$ cat config.mk
export PLATFORM = sky130hd
export DESIGN_NAME = mlp_layer_sequencer_flat
export DESIGN_NICKNAME = d
export VERILOG_FILES = /design/src/rtl/mlp_layer_sequencer_if.sv /design/src/rtl/mlp_layer_sequencer.sv /design/src/flat_wrapper.sv
export SDC_FILE = /design/constraint.sdc
export NUM_CORES = 1
export LEC_CHECK = 0
export CAP_MARGIN = 30
export CORE_UTILIZATION = 35
export CTS_CLUSTER_SIZE = 14
export DETAILED_ROUTE_END_ITERATION = 8
export PLACE_DENSITY = 0.53
export SLEW_MARGIN = 20
export SYNTH_ARGS = -nofsm -noshare
export SYNTH_HDL_FRONTEND = slang
export SYNTH_SLANG_ARGS = --single-unit
export TNS_END_PERCENT = 1
$ cat constraint.sdc
create_clock -name clk -period 4 [get_ports clk]
set_clock_uncertainty 0.1 [all_clocks]
set_input_delay 0.4 -clock clk [delete_from_list [all_inputs] [get_ports clk]]
set_output_delay 0.4 -clock clk [all_outputs]
set_load 0.03 [all_outputs]
$ cat src/rtl/mlp_layer_sequencer_if.sv
// Handshake bundle between the MLP layer sequencer and its host / fc_layer chain.
// The sequencer uses the slave modport; the host side uses master.
interface mlp_layer_sequencer_if #(
  parameter int unsigned num_layers = 5,
  parameter int unsigned cnt_width  = 16
);
  logic                  i_enable;
  logic                  i_frame_valid;
  logic                  o_frame_ready;
  logic [num_layers-1:0] i_busy;
  logic [num_layers-1:0] o_start;
  logic [num_layers-1:0] o_next_busy;
  logic                  o_frame_done;
  logic [cnt_width-1:0]  o_frame_cnt;
  logic                  o_overflow;
  logic [num_layers-1:0] o_timeout;

  modport master (
    output i_enable, i_frame_valid, i_busy,
    input  o_frame_ready, o_start, o_next_busy, o_frame_done, o_frame_cnt,
           o_overflow, o_timeout
  );

  modport slave (
    input  i_enable, i_frame_valid, i_busy,
    output o_frame_ready, o_start, o_next_busy, o_frame_done, o_frame_cnt,
           o_overflow, o_timeout
  );
endinterface

$ cat src/rtl/mlp_layer_sequencer.sv
// Start/completion scheduler for a chain of fc layers: tracks per-layer input
// buffer occupancy, issues start pulses, watches for stuck layers, counts frames.
module mlp_layer_sequencer #(
  parameter int unsigned num_layers    = 5,
  parameter int unsigned start_timeout = 15,
  parameter int unsigned cnt_width     = 16
) (
  input  logic                 clk,
  input  logic                 rst,
  mlp_layer_sequencer_if.slave bus
);

  localparam int unsigned WD_W = $clog2(start_timeout + 1);

  typedef enum logic [1:0] {IDLE, ARMED, RUN} layer_state_e;

  layer_state_e          state_q [num_layers];
  layer_state_e          state_d [num_layers];
  logic [WD_W-1:0]       wdog_q  [num_layers];
  logic [WD_W-1:0]       wdog_d  [num_layers];

  logic [num_layers-1:0] full_q;
  logic [num_layers-1:0] full_d;
  logic [num_layers:0]   full_ext;
  logic [num_layers-1:0] arm;
  logic [num_layers-1:0] done;
  logic [num_layers-1:0] tmo;
  logic [num_layers-1:0] clr;
  logic [num_layers-1:0] fill;

  logic [num_layers-1:0] start_q;
  logic [num_layers-1:0] timeout_q;
  logic                  ready_q;
  logic                  frame_done_q;
  logic                  overflow_q;
  logic                  overflow_d;
  logic [cnt_width-1:0]  cnt_q;

  // Buffer past the last layer never exists, so the last layer is never blocked.
  assign full_ext = {1'b0, full_q};

  // Set wins over clear: a handoff into a buffer emptied in the same cycle keeps it full.
  assign clr        = done | tmo;
  assign fill       = {done[num_layers-2:0], bus.i_frame_valid};
  assign full_d     = fill | (full_q & ~clr);
  assign overflow_d = overflow_q | (bus.i_frame_valid & full_q[0] & ~clr[0]);

  // Per-layer next state, start request, completion and watchdog expiry.
  always_comb begin
    for (int k = 0; k < int'(num_layers); k++) begin
      state_d[k] = state_q[k];
      wdog_d[k]  = wdog_q[k];
      arm[k]     = 1'b0;
      done[k]    = 1'b0;
      tmo[k]     = 1'b0;
      unique case (state_q[k])
        IDLE: begin
          if (bus.i_enable && full_ext[k] && !full_ext[k+1]) begin
            state_d[k] = ARMED;
            wdog_d[k]  = '0;
            arm[k]     = 1'b1;
          end
        end
        ARMED: begin
          if (bus.i_busy[k]) begin
            state_d[k] = RUN;
          end else if (wdog_q[k] == WD_W'(start_timeout - 1)) begin
            state_d[k] = IDLE;
            tmo[k]     = 1'b1;
          end else begin
            wdog_d[k] = wdog_q[k] + 1'b1;
          end
        end
        RUN: begin
          if (!bus.i_busy[k]) begin
            state_d[k] = IDLE;
            done[k]    = 1'b1;
          end
        end
        default: state_d[k] = IDLE;
      endcase
    end
  end

  always_ff @(posedge clk or negedge rst) begin
    if (!rst) begin
      for (int k = 0; k < int'(num_layers); k++) begin
        state_q[k] <= IDLE;
        wdog_q[k]  <= '0;
      end
    end else begin
      for (int k = 0; k < int'(num_layers); k++) begin
        state_q[k] <= state_d[k];
        wdog_q[k]  <= wdog_d[k];
      end
    end
  end

  // Occupancy flags and registered host-visible status.
  always_ff @(posedge clk or negedge rst) begin
    if (!rst) begin
      full_q       <= '0;
      start_q      <= '0;
      timeout_q    <= '0;
      ready_q      <= 1'b1;
      frame_done_q <= 1'b0;
      overflow_q   <= 1'b0;
      cnt_q        <= '0;
    end else begin
      full_q       <= full_d;
      start_q      <= arm;
      timeout_q    <= timeout_q | tmo;
      ready_q      <= ~full_d[0];
      frame_done_q <= done[num_layers-1];
      overflow_q   <= overflow_d;
      cnt_q        <= cnt_q + cnt_width'(done[num_layers-1]);
    end
  end

  assign bus.o_start       = start_q;
  assign bus.o_frame_ready = ready_q;
  assign bus.o_next_busy   = full_ext[num_layers:1];
  assign bus.o_frame_done  = frame_done_q;
  assign bus.o_frame_cnt   = cnt_q;
  assign bus.o_overflow    = overflow_q;
  assign bus.o_timeout     = timeout_q;

endmodule
$ cat src/flat_wrapper.sv
// flat-port wrapper written by rule: the top's interface ports become plain ports
module mlp_layer_sequencer_flat 
#(
  parameter int unsigned num_layers    = 5,
  parameter int unsigned start_timeout = 15,
  parameter int unsigned cnt_width     = 16
)
  (clk, rst, bus_i_enable, bus_i_frame_valid, bus_i_busy, bus_o_frame_ready, bus_o_start, bus_o_next_busy, bus_o_frame_done, bus_o_frame_cnt, bus_o_overflow, bus_o_timeout);
  mlp_layer_sequencer_if #(.num_layers(num_layers), .cnt_width(cnt_width)) bus_i ();
  input  logic clk;
  input  logic rst;
  input wire logic [$bits(bus_i.i_enable)-1:0] bus_i_enable;
  input wire logic [$bits(bus_i.i_frame_valid)-1:0] bus_i_frame_valid;
  input wire logic [$bits(bus_i.i_busy)-1:0] bus_i_busy;
  output wire logic [$bits(bus_i.o_frame_ready)-1:0] bus_o_frame_ready;
  output wire logic [$bits(bus_i.o_start)-1:0] bus_o_start;
  output wire logic [$bits(bus_i.o_next_busy)-1:0] bus_o_next_busy;
  output wire logic [$bits(bus_i.o_frame_done)-1:0] bus_o_frame_done;
  output wire logic [$bits(bus_i.o_frame_cnt)-1:0] bus_o_frame_cnt;
  output wire logic [$bits(bus_i.o_overflow)-1:0] bus_o_overflow;
  output wire logic [$bits(bus_i.o_timeout)-1:0] bus_o_timeout;
  assign bus_i.i_enable = bus_i_enable;
  assign bus_i.i_frame_valid = bus_i_frame_valid;
  assign bus_i.i_busy = bus_i_busy;
  assign bus_o_frame_ready = bus_i.o_frame_ready;
  assign bus_o_start = bus_i.o_start;
  assign bus_o_next_busy = bus_i.o_next_busy;
  assign bus_o_frame_done = bus_i.o_frame_done;
  assign bus_o_frame_cnt = bus_i.o_frame_cnt;
  assign bus_o_overflow = bus_i.o_overflow;
  assign bus_o_timeout = bus_i.o_timeout;
  mlp_layer_sequencer #(.num_layers(num_layers), .start_timeout(start_timeout), .cnt_width(cnt_width)) u_core (.clk(clk), .rst(rst), .bus(bus_i));
endmodule
==> metrics.md, run 1 <==
| Metric | Value |
|---|---|
| Worst hold start | `u_core.bus.o_overflow` |
| Worst reg2reg setup slack | `1.99 ns` |
| Post-Layout Cell Count | `421` |
| CP Launch Type | `register` |
| Largest net degree at the start of global routing | `42` |
| DRC violations left | `0` |
| Max Slew Vio Count | `0` |
| Hold path endpoint | `u_core.bus.o_overflow` |
| Max stage delay cell, worst path | `clkdlybuf4s50_1` |
| LEAKAGE | `1.70 nW` |
| Setup_tns | `0 ns` |
| Sw Pwr | `0.783 mW` |
| Critical path data required time | `3.50 ns` |
| Internal power | `1.53 mW` |
| Vias per cell | `5.01` |
| Sequential cell area fraction in the yosys report | `0.550` |
| Core area | `7890 sq um` |
| Register area | `1600 sq um` |
| Worst VDD drop | `0.268 mV` |
| CTS max path bufs | `2` |
| Wire per inst | `13.2 um` |
| Area of the multi-input gates | `1230 sq um` |
| Min Tclk post-route | `2.03 ns` |
| Global route overflow | `0` |
| Vias in the first global route | `2091` |
| Gr usage total | `0.145` |
| Number of synthesized register bits | `64` |
| Yosys cell types | `49` |
| Relative slew margins | `0.631` |
| DR pass1 iterations | `4` |
| Commonest cells after routing, fill and taps aside | `dfrtp_1, clkdlybuf4s50_1, nand3_1, o21ai_0, nor2_1` |
| Post-CTS Setup Bufs | `0` |
| Delay-heaviest family, CP | `buffers and inverters` |
| Starting Density | `0.370` |
| Post-Synthesis Cell Area | `2920 sq um` |
| Hold path cells | `1` |
| Final worst-path cycle share | `0.509` |
| Bufs and invs on worst path | `1` |
| Worst EP arrival | `1.53 ns` |
| CTS Sinks | `64` |
| Final ANT Viol Nets | `0` |
| Mean post-synth cell area | `11.0 sq um` |
| Post-synth EDFFs | `0` |
| CTS tree | `done` |
| RSZ-0062 raised after global routing | `false` |
| Cells after Synth | `264` |
| Fmax | `492 MHz` |
| MaxCap Viol Count | `0` |
| Critical register-to-register path startpoint | `u_core.state_q[0]` |
| Worst-path fanout max | `7` |
| Final setup viols | `0` |
| H-Tree Depth | `3` |
| WS Path Type | `reg -> out` |
| Inserted Clock Buffers | `9` |
| Port bufs | `41` |
| Worst min path class | `reg -> reg` |
| RR Endpoint | `u_core.bus.o_frame_cnt[14]` |
| Pwr Density | `624 nW/um^2` |
| Die X-Extent | `93.3 um` |
| Share of cells above drive strength 1 | `0.0909` |
| Inst Count DP | `403` |
| R2R cell count | `8` |
| CP startpoint | `u_core.bus.o_frame_cnt[2]` |
| Vias | `2108` |
| Final GP Congestion | `0.773` |
| Util after Layout | `0.470` |
| Fin. Hold Viols | `0` |
| Flop pwr share | `0.417` |
| Final net count | `335` |
| Combinational share of power | `0.283` |
| Yosys warnings | `0` |
| Total power draw | `2.32 mW` |
| Switching portion of total power | `0.338` |
| Async SR Flop Fraction | `1.00` |
| ANT cells | `0` |
| Most common library cell in the layout ignoring fill and taps | `dfrtp_1` |
| I/O pin cnt | `43` |
| Worst skew pair latency | `0.34 ns` |
| Clk slew on worst S/H paths | `0.07 ns` |
| Clock power frac | `0.300` |
| Synth Net Count | `285` |
| Crit. End Element | `primary output` |
| Initial antenna violation count | `0` |
| Die footprint | `8700 sq um` |
| Drt initial violations | `76` |
| Die height | `93.3 um` |
| Outcome | `finished, final reports clean` |
| CP Cell Sequence | `clkdlybuf4s50_1` |
| CTS Root Cell | `clkbuf_8` |
| DRT Wirelength | `5.57 mm` |
| Synth-to-layout area growth | `27.3%` |
| Post-cts repair resize count | `0` |
| Top_reg_cell synth | `dfrtp_1` |
| Worst-margin pin slew | `0.553 ns` |
| CP max stage delay | `0.73 ns` |
| FILL cells | `737` |
| Site Rows | `32` |
| Post-DP HPWL | `3.94 mm` |
| Global-route wire length before repair | `9.69 mm` |
cells by family (layout without fill, tap and decap cells):
logic type,count (synthesis),after routing,synth area share
mux,2,2,0.00730
flops,64,64,0.550
fa+ha+maj,12,12,0.0515
simple gates,96,96,0.185
compound gates,57,57,0.131
other cells,1,1,0.00129
buf+inv,17,72,0.0283
xor+xnor,15,15,0.0451
timing repair:
| action | in CTS | in global routing |
|---|---|---|
| endpoints found under the hold margin | 0 | 20 |
| hold buffers | 0 | 1 |
| endpoints found under the setup margin | 0 | 0 |
layout make-up:
class | instances | share of cell area
Inverter | 12 | 0.0121
Tap cell | 102 | 0.0344
Clock inverter | 5 | 0.0277
Multi-Input combinational cell | 183 | 0.332
Sequential cell | 64 | 0.432
Clock buffer | 11 | 0.0408
Timing Repair Buffer | 44 | 0.121
worst reg2reg max path, stage by stage (launching register included):
cell	delay, ns
dfrtp_1	0.42
nor2b_1	0.20
nor2b_1	0.20
ha_1	0.21
ha_1	0.21
nand4_1	0.16
nor2_1	0.20
nand2_1	0.09
xnor2_1	0.12
worst max-delay path by stage:
stage / endpoint / slack, ns / depth (start not counted)
after global placement: u_core.bus.o_frame_cnt[10] / 1.74 / 8
after detailed placement: u_core.bus.o_frame_cnt[14] / 1.70 / 8
after CTS: u_core.bus.o_frame_cnt[14] / 1.95 / 8
after floorplan: u_core.bus.o_frame_cnt[10] / 2.14 / 8
final: bus_o_frame_cnt[2] / 1.97 / 1
after global routing: u_core.bus.o_frame_cnt[11] / 1.78 / 7
power by group through the flow:
stage | Combinational (mW) | Sequential, mW | Clock (mW)
after floorplan | 0.403 | 1.01 | 0
after detailed placement | 0.661 | 0.973 | 0
after global routing | 0.737 | 0.991 | 0.746
after CTS | 0.664 | 0.963 | 0.716
final | 0.656 | 0.966 | 0.694
after global placement | 0.653 | 0.975 | 0
metal layers:
metal	GRT usage	up-vias	part of all wire
met5	0	-	0
met4	0.0654	0	0.015
met3	0.0472	10	0.057
met2	0.230	44	0.46
met1	0.181	1020	0.47
li1	-	1034	-
per-stage QoR:
| step | instance area [sq um] | hold slack, ns | setup WS [ns] |
|---|---|---|---|
| 5_1_grt | 3710 | 0.383 | 1.78 |
| 3_5_place_dp | 3420 | 0.346 | 1.70 |
| 2_1_floorplan | 2920 | 0.00441 | 2.14 |
| 6_report | 3710 | 0.361 | 1.97 |
| 4_1_cts | 3670 | 0.122 | 1.95 |
| 3_3_place_gp | 3420 | 0.346 | 1.74 |
flip-flops by register name, indices dropped and copies added, names as in the netlist:
register,count
u_core.bus.o_frame_cnt,16
u_core.bus.o_frame_done,1
u_core.bus.o_frame_ready,1
u_core.bus.o_overflow,1
u_core.bus.o_start,5
u_core.bus.o_timeout,5
u_core.full_q,5
u_core.state_q,10
u_core.wdog_q,20
Yosys cell counts (all sizes together), types with 2 or more instances:
cell type  number  share of area
o211ai          2         0.0051
o32ai           2         0.0060
a311oi          2         0.0060
nand3          24          0.041
ha             12          0.052
and3            7          0.015
o21ai          23          0.041
a21o            4          0.010
nor2b           4         0.0086
or3b            2         0.0060
xnor2           8          0.024
a21oi           6          0.010
xor2            7          0.021
nor2           16          0.021
nor3b           7          0.027
o2bb2ai         2         0.0082
nand2          16          0.021
buf             5          0.013
nand2b          6          0.013
nor3            2         0.0034
a21boi          5          0.013
nand4           3         0.0064
a41o            3          0.010
inv            12          0.015
dfrtp          63           0.54
o21a            4          0.010
or2             2         0.0043
No activity file was read; power rests on OpenSTA's default activity.
==> run 2, diff against run 1 <==
Settings changed: PLACE_DENSITY 0.53 to 0.55.
Clock period 4 ns to 1.7 ns, I/O delays scaled along.
==> run 2 against run 1 <==
Compared with the run above:
- setup slack worse by 2.0 ns
- sequential cell count stayed put
- total power is 120% higher
- largest power group unchanged
- register-to-register slack worse by 2.1 ns
- combinational power grew to 2.6 times the previous value
- the flow now finishes with violations (negative setup slack)
- non-clock buffer count is 23 higher
- largest cell class unchanged
- clock power is 59% higher
==> metrics.md, run 2 (synthesis gave the netlist of run 1 again) <==
| Metric | Value |
|---|---|
| LEAKAGE | `1.93 nW` |
| Inserted Clock Buffers | `9` |
| Fmax | `567 MHz` |
| Vias | `2183` |
| ANT cells | `0` |
| Drt initial violations | `68` |
| Final worst-path cycle share | `1.04` |
| Pwr Density | `1330 nW/um^2` |
| RR Endpoint | `u_core.bus.o_frame_cnt[11]` |
| DR pass1 iterations | `4` |
| Post-DP HPWL | `4.26 mm` |
| Critical path data required time | `1.85 ns` |
| Outcome | `finished, violations left` |
| Clock power frac | `0.216` |
| Worst setup margin | `-0.0632 ns` |
| Clk slew on worst S/H paths | `0.07 ns` |
| Post-route cell area | `3830 sq um` |
| DRC violations left | `0` |
| Register with the most flip-flops | `u_core.wdog_q` |
| Post-CTS Setup Bufs | `0` |
| Synth-to-layout area growth | `31.5%` |
| Max reg flops | `20` |
| CP max stage delay | `0.41 ns` |
| Worst EP arrival | `1.92 ns` |
| MaxCap Viol Count | `0` |
| H-Tree Depth | `3` |
| Total power draw | `5.10 mW` |
| Fin. Hold Viols | `0` |
| I/O pin cnt | `43` |
| Starting Density | `0.370` |
| Die height | `93.3 um` |
| Crit. End Element | `register` |
| CP Launch Type | `register` |
| Final GP Congestion | `0.787` |
| Final net count | `358` |
| Internal power | `3.24 mW` |
| Inst Count DP | `427` |
| CTS max path bufs | `2` |
| Commonest cells after routing, fill and taps aside | `dfrtp_1, nand3_1, buf_4, o21ai_0, clkdlybuf4s50_1` |
| WS Path Type | `reg -> reg` |
| Largest net degree at the start of global routing | `28` |
| Most common library cell in the layout ignoring fill and taps | `dfrtp_1` |
| Worst skew pair latency | `0.33 ns` |
| Global route overflow | `0` |
| CP Cell Sequence | `nor2b_4 -> nor2b_4 -> ha_4 -> and3_1 -> nor3b_4 -> and3_1 -> xor2_1` |
| Dpl cell area | `3660 sq um` |
| Post-Layout Cell Count | `444` |
| Port bufs | `41` |
| Global-route wire length before repair | `9.96 mm` |
| Failing checks | `negative setup slack` |
| RSZ-0062 raised after global routing | `true` |
| Combinational share of power | `0.337` |
| Vias per cell | `4.92` |
| Max Slew Vio Count | `0` |
| Min Tclk post-route | `1.76 ns` |
| Switching portion of total power | `0.364` |
| Die footprint | `8700 sq um` |
| Final ANT Viol Nets | `0` |
| Worst VDD drop | `0.524 mV` |
| Gr usage total | `0.149` |
| Share of cells above drive strength 1 | `0.158` |
| Max stage delay cell, worst path | `dfrtp_1` |
| R2R cell count | `7` |
| Worst-path fanout max | `4` |
| Worst reg2reg setup slack | `-0.06 ns` |
| Initial antenna violation count | `0` |
| CTS tree | `done` |
| Worst min path class | `in -> async` |
| Core area | `7890 sq um` |
| DRT Wirelength | `5.78 mm` |
| Site Rows | `32` |
| CTS Sinks | `64` |
| CTS Root Cell | `clkbuf_8` |
| Wire per inst | `13.0 um` |
| Vias in the first global route | `2142` |
| Flop pwr share | `0.447` |
| Final setup viols | `4` |
| Critical register-to-register path startpoint | `u_core.state_q[0]` |
| Sw Pwr | `1.86 mW` |
| Die X-Extent | `93.3 um` |
## run 2: final cells by class
cell class              count  area (sq um)
flip-flops and latches     64          1600
fillers                   760          4050
well taps                 102           128
clock buffers              15           156
multi-input cells         183          1290
repair buffers             67           609
inverters                  12          45.0
clock inverters             1          5.00
## run 2: worst max-delay path: cells and delay by family (launching register included)
family	cells	cell delay (ns)
xor+xnor	1	0.14
fa+ha+maj	1	0.16
flops	1	0.41
simple gates	5	0.89
## run 2: layer usage
metal  part of all wire  GRT usage
met2               0.46      0.233
met4              0.014     0.0615
met5                  0          0
met3              0.053     0.0423
met1               0.47      0.193
## run 2: how the worst max path moves through the flow
stage	from	end	slack [ns]	cells past startpoint
floorplan	u_core.state_q[0]	u_core.bus.o_frame_cnt[11]	-0.02	7
global placement	bus_i_busy[4]	u_core.wdog_q[3]	-0.18	6
detailed placement	bus_i_busy[4]	u_core.bus.o_frame_cnt[11]	-0.18	7
CTS	u_core.state_q[0]	u_core.bus.o_frame_cnt[11]	-0.1	7
global route	u_core.state_q[0]	u_core.bus.o_frame_cnt[11]	-0.17	7
finish	u_core.state_q[0]	u_core.bus.o_frame_cnt[11]	-0.06	7
## run 2: metrics by stage
stage	worst slack, ns	hold WS (ns)	TNS (ns)	utilization
floorplan	-0.0180	-0.226	-0.0375	-
global placement	-0.179	0.0310	-2.27	0.464
detailed placement	-0.182	0.0265	-2.21	0.464
CTS	-0.0958	0.198	-0.365	0.483
global route	-0.174	0.229	-1.24	0.486
finish	-0.0632	0.194	-0.118	0.486
## run 2: power by group through the flow
stage | Combinational [mW] | Clock [mW] | Sequential, mW
after global placement | 1.78 | 0 | 2.30
after detailed placement | 1.80 | 0 | 2.31
after CTS | 1.75 | 1.14 | 2.28
after global routing | 1.92 | 1.23 | 2.35
final | 1.72 | 1.10 | 2.28
after floorplan | 0.974 | 0 | 2.39
## run 2: repair_timing
action                                  4_1_cts  5_1_grt
endpoints found under the hold margin        14        0
hold buffers                                  1        0
gates resized for setup                      16        8
endpoints found under the setup margin       23       15
pin swaps                                     1        2
==> run 3, diff against run 2 <==
Settings changed: RECOVER_POWER set to 100.
==> run 3 against run 2 <==
Compared with the run above:
- the run still ends with negative setup slack left
- non-clock buffer count is the same
- cell count did not move
- wire length barely moved
- sequential share of layout area up 0.25 points
- register-to-register slack about the same
- global-route usage unchanged
- die area is the same
- sequential cell count unchanged
- core utilization down 0.29 points
- count of clock-buffer cells in the layout is the same
- largest cell class unchanged
- largest power group unchanged
- highest routed layer unchanged
==> metrics.md, run 3 (synthesis gave the netlist of run 1 again) <==
| Metric | Value |
|---|---|
| Outcome | `finished, violations left` |
| Failing checks | `negative setup slack` |
| CTS Root Cell | `clkbuf_8` |
| Die height | `93.3 um` |
| DRT Wirelength | `5.78 mm` |
| Final GP Congestion | `0.787` |
| Worst setup margin | `-0.0633 ns` |
| Gr usage total | `0.149` |
| CTS tree | `done` |
| Global-route wire length before repair | `9.96 mm` |
| Commonest cells after routing, fill and taps aside | `dfrtp_1, nand3_1, o21ai_0, buf_4, clkdlybuf4s50_1` |
| Pwr Density | `1340 nW/um^2` |
| Worst min path class | `in -> reg` |
| Fmax | `567 MHz` |
| CP startpoint | `u_core.state_q[0]` |
| Register with the most flip-flops | `u_core.wdog_q` |
| Worst hold start | `bus_i_frame_valid` |
| Post-DP HPWL | `4.26 mm` |
| Clk slew on worst S/H paths | `0.07 ns` |
| H-Tree Depth | `3` |
| DR pass1 iterations | `4` |
| Vias in the first global route | `2142` |
| Site Rows | `32` |
| Max stage delay cell, worst path | `dfrtp_1` |
| CP Launch Type | `register` |
| Final worst-path cycle share | `1.04` |
| Worst-margin pin slew | `0.885 ns` |
| Die X-Extent | `93.3 um` |
| I/O pin cnt | `43` |
| Starting Density | `0.370` |
| CP max stage delay | `0.41 ns` |
| Setup_tns | `-0.119 ns` |
| LEAKAGE | `1.92 nW` |
| Share of cells above drive strength 1 | `0.152` |
| Final ANT Viol Nets | `0` |
| Vias per cell | `4.92` |
| CTS Sinks | `64` |
| Vias | `2183` |
| Final setup viols | `4` |
| Synth-to-layout area growth | `30.8%` |
| Inserted Clock Buffers | `9` |
| Critical path data required time | `1.85 ns` |
| Max Slew Vio Count | `0` |
| Critical register-to-register path startpoint | `u_core.state_q[0]` |
| Largest net degree at the start of global routing | `28` |
| DP Worst Slack | `-0.182 ns` |
| MaxCap Viol Count | `0` |
| Min Tclk post-route | `1.76 ns` |
| RSZ-0062 raised after global routing | `true` |
| Worst EP arrival | `1.92 ns` |
| Crit. End Element | `register` |
| Post-CTS Setup Bufs | `0` |
| DRC violations left | `0` |
| FILL cells | `764` |
| ANT cells | `0` |
| Worst skew pair latency | `0.33 ns` |
| Wire per inst | `13.0 um` |
| Core area | `7890 sq um` |
| Initial antenna violation count | `0` |
| Bufs and invs on worst path | `0` |
| Util after Layout | `0.483` |
| Die footprint | `8700 sq um` |
| Worst-path fanout max | `4` |
| Most common library cell in the layout ignoring fill and taps | `dfrtp_1` |
| Worst VDD drop | `0.524 mV` |
| Drt initial violations | `60` |
| Relative slew margins | `0.410` |
| Max reg flops | `20` |
| WS Path Type | `reg -> reg` |
| Fin. Hold Viols | `0` |
| Port bufs | `41` |
| Delay-heaviest family, CP | `simple AND/OR/NAND/NOR gates` |
| CP Cell Sequence | `nor2b_4 -> nor2b_4 -> ha_4 -> and3_1 -> nor3b_4 -> and3_1 -> xor2_1` |
| Final net count | `358` |
| CTS max path bufs | `2` |
| Global route overflow | `0` |
## run 3: cell count changes in the layout (fill, tap and decap cells not counted), sizes merged
cell    previous run  this run
clkbuf            15        19
buf               26        22
## run 3: power breakdown
part           total, mW  internal [mW]  switching (mW)
logic               1.71          0.771           0.939
clock network       1.10          0.570           0.531
registers           2.28           1.89           0.390
## run 3: through the flow
step                      std cells  instance area (sq um)  hold slack (ns)  power, mW
after global routing            444                   3810            0.322       5.49
final                           444                   3810            0.326       5.09
after global placement          427                   3660           0.0310       4.08
after detailed placement        427                   3660           0.0265       4.10
after CTS                       444                   3810            0.198       5.17
after floorplan                 264                   2960           -0.226       3.36
## run 3: worst paths after layout
check | slack (ns) | depth (start not counted) | to
max | -0.06 | 7 | u_core.bus.o_frame_cnt[11]
min | 0.33 | 2 | u_core.bus.o_frame_ready
max reg2reg | -0.06 | 7 | u_core.bus.o_frame_cnt[11]
min reg2reg | 0.36 | 1 | u_core.bus.o_overflow
max in group asynchronous | 0.15 | 3 | u_core.bus.o_timeout[1]
min in group asynchronous | 0.37 | 2 | u_core.wdog_q[2]
## run 3: worst register-to-register path: stages, from the launching register on
cell and delay, ns:
dfrtp_1 0.41, nor2b_4 0.12, nor2b_4 0.17, ha_4 0.16, and3_1 0.17, nor3b_4 0.23
and3_1 0.20, xor2_1 0.14
## run 3: layer usage
metal,share of wire,up-vias,track usage
li1,-,1077,-
met1,0.49,1056,0.193
met2,0.46,42,0.233
met3,0.039,8,0.0423
met4,0.014,0,0.0615
met5,0,-,0
## run 3: layout make-up
| class | count | area, sq um | share of cell area |
|---|---|---|---|
| clock buffers | 15 | 156 | 0.0410 |
| clock inverters | 1 | 5.00 | 0.00131 |
| inverters | 12 | 45.0 | 0.0118 |
| multi-input cells | 183 | 1290 | 0.338 |
| flip-flops and latches | 64 | 1600 | 0.420 |
| well taps | 102 | 128 | 0.0335 |
| repair buffers | 67 | 587 | 0.154 |
## run 3: what timing repair did
action / 4_1_cts / 5_1_grt
pin swaps: 1 / 2
gates resized for setup: 16 / 8
hold buffers: 1 / 0
hold endpoints to repair: 14 / 0
endpoints found under the setup margin: 23 / 15
==> edit 1 (settings of run 3) <==
`num_layers` is set to 5 in 3 places; all go to 4.
--- a/src/rtl/mlp_layer_sequencer_if.sv
+++ b/src/rtl/mlp_layer_sequencer_if.sv
@@ -3,3 +3,3 @@
 interface mlp_layer_sequencer_if #(
-  parameter int unsigned num_layers = 5,
+  parameter int unsigned num_layers = 4,
   parameter int unsigned cnt_width  = 16
--- a/src/rtl/mlp_layer_sequencer.sv
+++ b/src/rtl/mlp_layer_sequencer.sv
@@ -3,3 +3,3 @@
 module mlp_layer_sequencer #(
-  parameter int unsigned num_layers    = 5,
+  parameter int unsigned num_layers    = 4,
   parameter int unsigned start_timeout = 15,
--- a/src/flat_wrapper.sv
+++ b/src/flat_wrapper.sv
@@ -3,3 +3,3 @@
 #(
-  parameter int unsigned num_layers    = 5,
+  parameter int unsigned num_layers    = 4,
   parameter int unsigned start_timeout = 15,
Interface: changed (resized bus_i_busy, bus_o_next_busy, bus_o_start and bus_o_timeout); port bits go from 43 to 39. The function was not compared with the original's and may differ.
==> edit 1 against run 3 <==
- area after synthesis decreased by 15%
- setup slack improved by 0.093 ns
- wire length is 16% lower
- final area shrank 14%
- first-iteration DRC count up 40%
- sequential cell count fell by 9
- die area is 15% lower
- total power down 19%
==> edit 1: results (changes against run 3) <==
| Metric | Value |
|---|---|
| Status | `finished, final reports clean (was complete, but fails checks)` |
| Unique masters post-synth | `45 (was 49)` |
| Share of cells above drive strength 1 | `19.6% (was 15.2%)` |
| Clk slew on worst S/H paths | `0.09 ns (was 0.07 ns)` |
| CTS Buf Count | `5 (was 9)` |
| Count of pins over their slew limit | `0 (unchanged)` |
| Top cells by count, synth | `54 x dfrtp_1, 13 x nand3_1, 10 x ha_1, 10 x inv_1, 10 x nand2_1 (was 63 x dfrtp_1, 24 x nand3_1, 21 x o21ai_0)` |
| IO buf count | `37 (was 41)` |
| Final GP Congestion | `0.805 (was 0.787)` |
| Post-CTS Hold Fix Bufs | `1 (unchanged)` |
| Slowest stage delay, CP | `0.38 ns (was 0.41 ns)` |
| Initial DRC Count | `84 (was 60)` |
| Max VDD drop | `0.534 mV (was 0.524 mV)` |
| Largest net degree at the start of global routing | `23 (was 28)` |
| First-pass GRT wire length | `8390 um (was 9960 um)` |
| Clk buf depth | `2 (unchanged)` |
| HPWL after DPL | `3600 um (was 4260 um)` |
| Insertion delay to the later sink of the worst-skew pair | `0.30 ns (was 0.33 ns)` |
| Worst-path fanout max | `5 (was 4)` |
| Pre-antenna DRT Iters | `6 (was 4)` |
| Worst-margin pin slew | `0.958 ns (was 0.885 ns)` |
| Sw frac | `36.4% (was 36.5%)` |
| Antenna diodes | `0 (unchanged)` |
| Pleak | `1.58 nW (was 1.92 nW)` |
| Seq/Total Area, Yosys | `55.8% (was 55.0%)` |
| H-tree lvl count | `2 (was 3)` |
| Fin nets | `293 (was 358)` |
| HP Class | `reg2reg (was in2reg)` |
| Post-CTS Resized | `19 (was 16)` |
| Vias | `1804 (was 2183)` |
| Synth area leaders | `dfrtp_1 55%, ha_1 5.1%, xor2_1 3.2% (was dfrtp_1 54%, ha_1 5.2%, nand3_1 4.1%)` |
| Flop and latch count out of synthesis | `55 (was 64)` |
| Vias in the first global route | `1804 (was 2142)` |
| Total Routing Usage GR | `14.5% (was 14.9%)` |
| Post-Syn Nets | `232 (was 285)` |
| DRT Wirelength | `4880 um (was 5780 um)` |
| Worst Path Arrival | `1.80 ns (was 1.92 ns)` |
-- edit 1: cell types whose count changed after synthesis, moves of 4 or more --
cell     delta
o21ai_0    -14
dfrtp_1     -9
nor2b_1     -4
a21o_1      -4
a31oi_1     +6
and3_1      -5
nand3_1    -11
nor4_1      +5
nor2_1      -8
nand2_1     -5
-- edit 1: area by class of cell --
type / instances / area, um^2
flip-flops and latches: 55 / 1380
inverters: 10 / 37.5
well taps: 96 / 120
multi-input cells: 145 / 1130
clock buffers: 8 / 80.1
fillers: 629 / 3500
repair buffers: 58 / 544
-- edit 1: power by group through the flow --
| stage | logic, mW | registers (mW) | clock network (mW) |
|---|---|---|---|
| floorplan | 0.784 | 2.04 | 0 |
| global placement | 1.46 | 1.96 | 0 |
| detailed placement | 1.48 | 1.96 | 0 |
| CTS | 1.46 | 1.95 | 0.715 |
| global route | 1.63 | 2.02 | 0.766 |
| finish | 1.46 | 1.96 | 0.683 |
-- edit 1: cells by family after synthesis --
logic type	share of synthesized area [%]
flip-flops	55.8
AND/OR/NAND/NOR	16.9
adder cells (fa/ha/maj)	5.07
AO/OA/AOI/OAI	13.5
buffers and inverters	2.74
other	0.152
XOR/XNOR	4.97
multiplexers	0.862
-- edit 1: through the flow --
stage | hold WS, ns | cell area, um^2 | cells | setup slack (ns)
6_report | 0.373 | 3290 | 372 | 0.0292
3_3_place_gp | 0.0247 | 3100 | 363 | -0.210
5_1_grt | 0.385 | 3290 | 372 | -0.0387
3_5_place_dp | 0.0200 | 3100 | 363 | -0.339
4_1_cts | 0.238 | 3230 | 372 | -0.0710
2_1_floorplan | -0.226 | 2490 | 214 | -0.0700
-- edit 1: worst max-delay path, delay by kind of cell (launching register included) --
kind          cells  cell delay, ns
simple gates      4            0.48
flops             1            0.38
buf+inv           1            0.18
xor+xnor          1            0.14
fa+ha+maj         2            0.30
-- edit 1: routing by layer --
metal	GRT usage, %	part of all wire [%]	up-vias
li1	-	-	893
met1	19.8	49	865
met2	22.9	45	41
met3	3.08	4.9	5
met4	5.00	1.2	0
met5	0	0	-
-- edit 1: final timing paths --
check	startpoint	cells after the start	slack, ns	end
max	u_core.state_q[0]$_DFFE_PN0P_	8	0.03	u_core.bus.o_frame_cnt[6]$_DFF_PN0_
min	u_core.bus.o_frame_cnt[15]$_DFF_PN0_	1	0.37	u_core.bus.o_frame_cnt[15]$_DFF_PN0_
max reg2reg	u_core.state_q[0]$_DFFE_PN0P_	8	0.03	u_core.bus.o_frame_cnt[6]$_DFF_PN0_
min reg2reg	u_core.bus.o_frame_cnt[15]$_DFF_PN0_	1	0.37	u_core.bus.o_frame_cnt[15]$_DFF_PN0_
max in group asynchronous	rst	3	0.26	u_core.state_q[3]$_DFFE_PN0P_
min in group asynchronous	rst	2	0.44	u_core.wdog_q[3]$_DFFE_PN0P_
==> edit 2 (config.mk and constraints of run 3) <==
Made on the original files. Reset style: synchronous (`rst`), changed in 2 clocked blocks.
--- a/src/rtl/mlp_layer_sequencer.sv
+++ b/src/rtl/mlp_layer_sequencer.sv
@@ -84,3 +84,3 @@
 
-  always_ff @(posedge clk or negedge rst) begin
+  always_ff @(posedge clk) begin
     if (!rst) begin
@@ -99,3 +99,3 @@
   // Occupancy flags and registered host-visible status.
-  always_ff @(posedge clk or negedge rst) begin
+  always_ff @(posedge clk) begin
     if (!rst) begin
Function: differs if rst is asserted again (counterexample within 4 cycles, from zero or initial values and one cycle with rst low); with rst held inactive, the same outputs for 10 cycles.
==> edit 2 against run 3 <==
- wire length up 14%
- sequential cell count did not move
- final area grew 3.6%
- area after synthesis decreased by 0.21%
- global-route usage up 1.0 points
- hold slack better by 0.018 ns
- core utilization grew 1.7 points
- setup slack better by 0.11 ns
- critical path depth fell by 6
- critical endpoint is now bus_o_frame_cnt[0]
Power is not compared: it rests on default switching activity, and its combinational part moved more than twofold at a synthesized area within 25%.
==> edit 2: results (changes against run 3) <==
| Metric | Value |
|---|---|
| HPWL after DPL | `4810 um (was 4260 um)` |
| Global Route met2 Usage | `24.6% (was 23.3%)` |
| Synth area leaders | `dfxtp_1 44%, ha_1 5.6%, a21oi_1 4.8% (was dfrtp_1 54%, ha_1 5.2%, nand3_1 4.1%)` |
| Status | `finished, final reports clean (was complete, but fails checks)` |
| Async SR Flop Fraction | `0% (was 100%)` |
| Largest net degree at the start of global routing | `29 (was 28)` |
| Routed len/inst | `12.9 um (was 13.0 um)` |
| CP max-delay cell | `clkdlybuf4s50_1 (was dfrtp_1)` |
| Setup slack, reg-to-reg | `0.08 ns (was -0.06 ns)` |
| Unique masters post-synth | `56 (was 49)` |
| Met1 Wirelength | `3310 um (was 2820 um)` |
| Placed Cells | `492 (was 427)` |
| Worst setup margin | `0.0509 ns (was -0.0633 ns)` |
| Hold WS | `0.343 ns (was 0.326 ns)` |
| Placed inst area | `3710 um^2 (was 3660 um^2)` |
| Worst Path Arrival | `1.38 ns (was 1.92 ns)` |
| End of the worst hold path | `u_core.bus.o_frame_ready$_SDFF_PN1_ (was u_core.bus.o_frame_ready$_DFF_PN1_)` |
| Initial DRC Count | `89 (was 60)` |
| Worst setup startpoint | `u_core.bus.o_frame_cnt[0]$_SDFF_PN0_ (was u_core.state_q[0]$_DFFE_PN0P_)` |
| Total Routing Usage GR | `15.9% (was 14.9%)` |
| Top cells by count, synth | `64 x dfxtp_1, 30 x nor2_1, 28 x a21oi_1 (was 63 x dfrtp_1, 24 x nand3_1, 21 x o21ai_0)` |
| Vias in the first global route | `2315 (was 2142)` |
| Metal2 WL | `2950 um (was 2650 um)` |
| Multi-input logic area | `1610 um^2 (was 1290 um^2)` |
| FILL cells | `749 (was 764)` |
| Largest delay contributor family on the critical path | `buffers and inverters (was simple AND/OR/NAND/NOR gates)` |
| Cell Count, Final, Fillers Out | `508 (was 444)` |
| Worst-margin pin slew | `0.806 ns (was 0.885 ns)` |
| Seq/Total Area, Yosys | `44.0% (was 55.0%)` |
| First-pass GRT wire length | `10700 um (was 9960 um)` |
-- edit 2: cell count changes after synthesis, moves of 8 or more --
cell     change
nor3_1       +9
dfrtp_1     -63
a21oi_1     +22
nor2_1      +14
dfxtp_1     +64
nand3_1      -8
-- edit 2: cell type report --
cell class              count  share of cell area, %
well taps                 102                   3.23
clock buffers              11                   3.58
clock inverters             5                   2.03
multi-input cells         240                   40.7
flip-flops and latches     64                   32.5
repair buffers             77                   17.1
inverters                   9                  0.856
-- edit 2: worst reg2reg max path, delay by kind of cell (launching register included) --
family | cells | cell delay [ns]
AOI/OAI and AO/OA | 1 | 0.13
adders and majority gates | 2 | 0.30
DFF | 1 | 0.31
and+or+nand+nor | 4 | 0.73
-- edit 2: cells by family after synthesis --
family          Yosys count  share of synthesized area, %
xor+xnor                 11                          3.31
compound gates           77                          16.9
simple gates            137                          26.0
mux                       1                         0.344
flops                    64                          44.0
buf+inv                  23                          3.74
other cells               1                         0.129
fa+ha+maj                13                          5.59
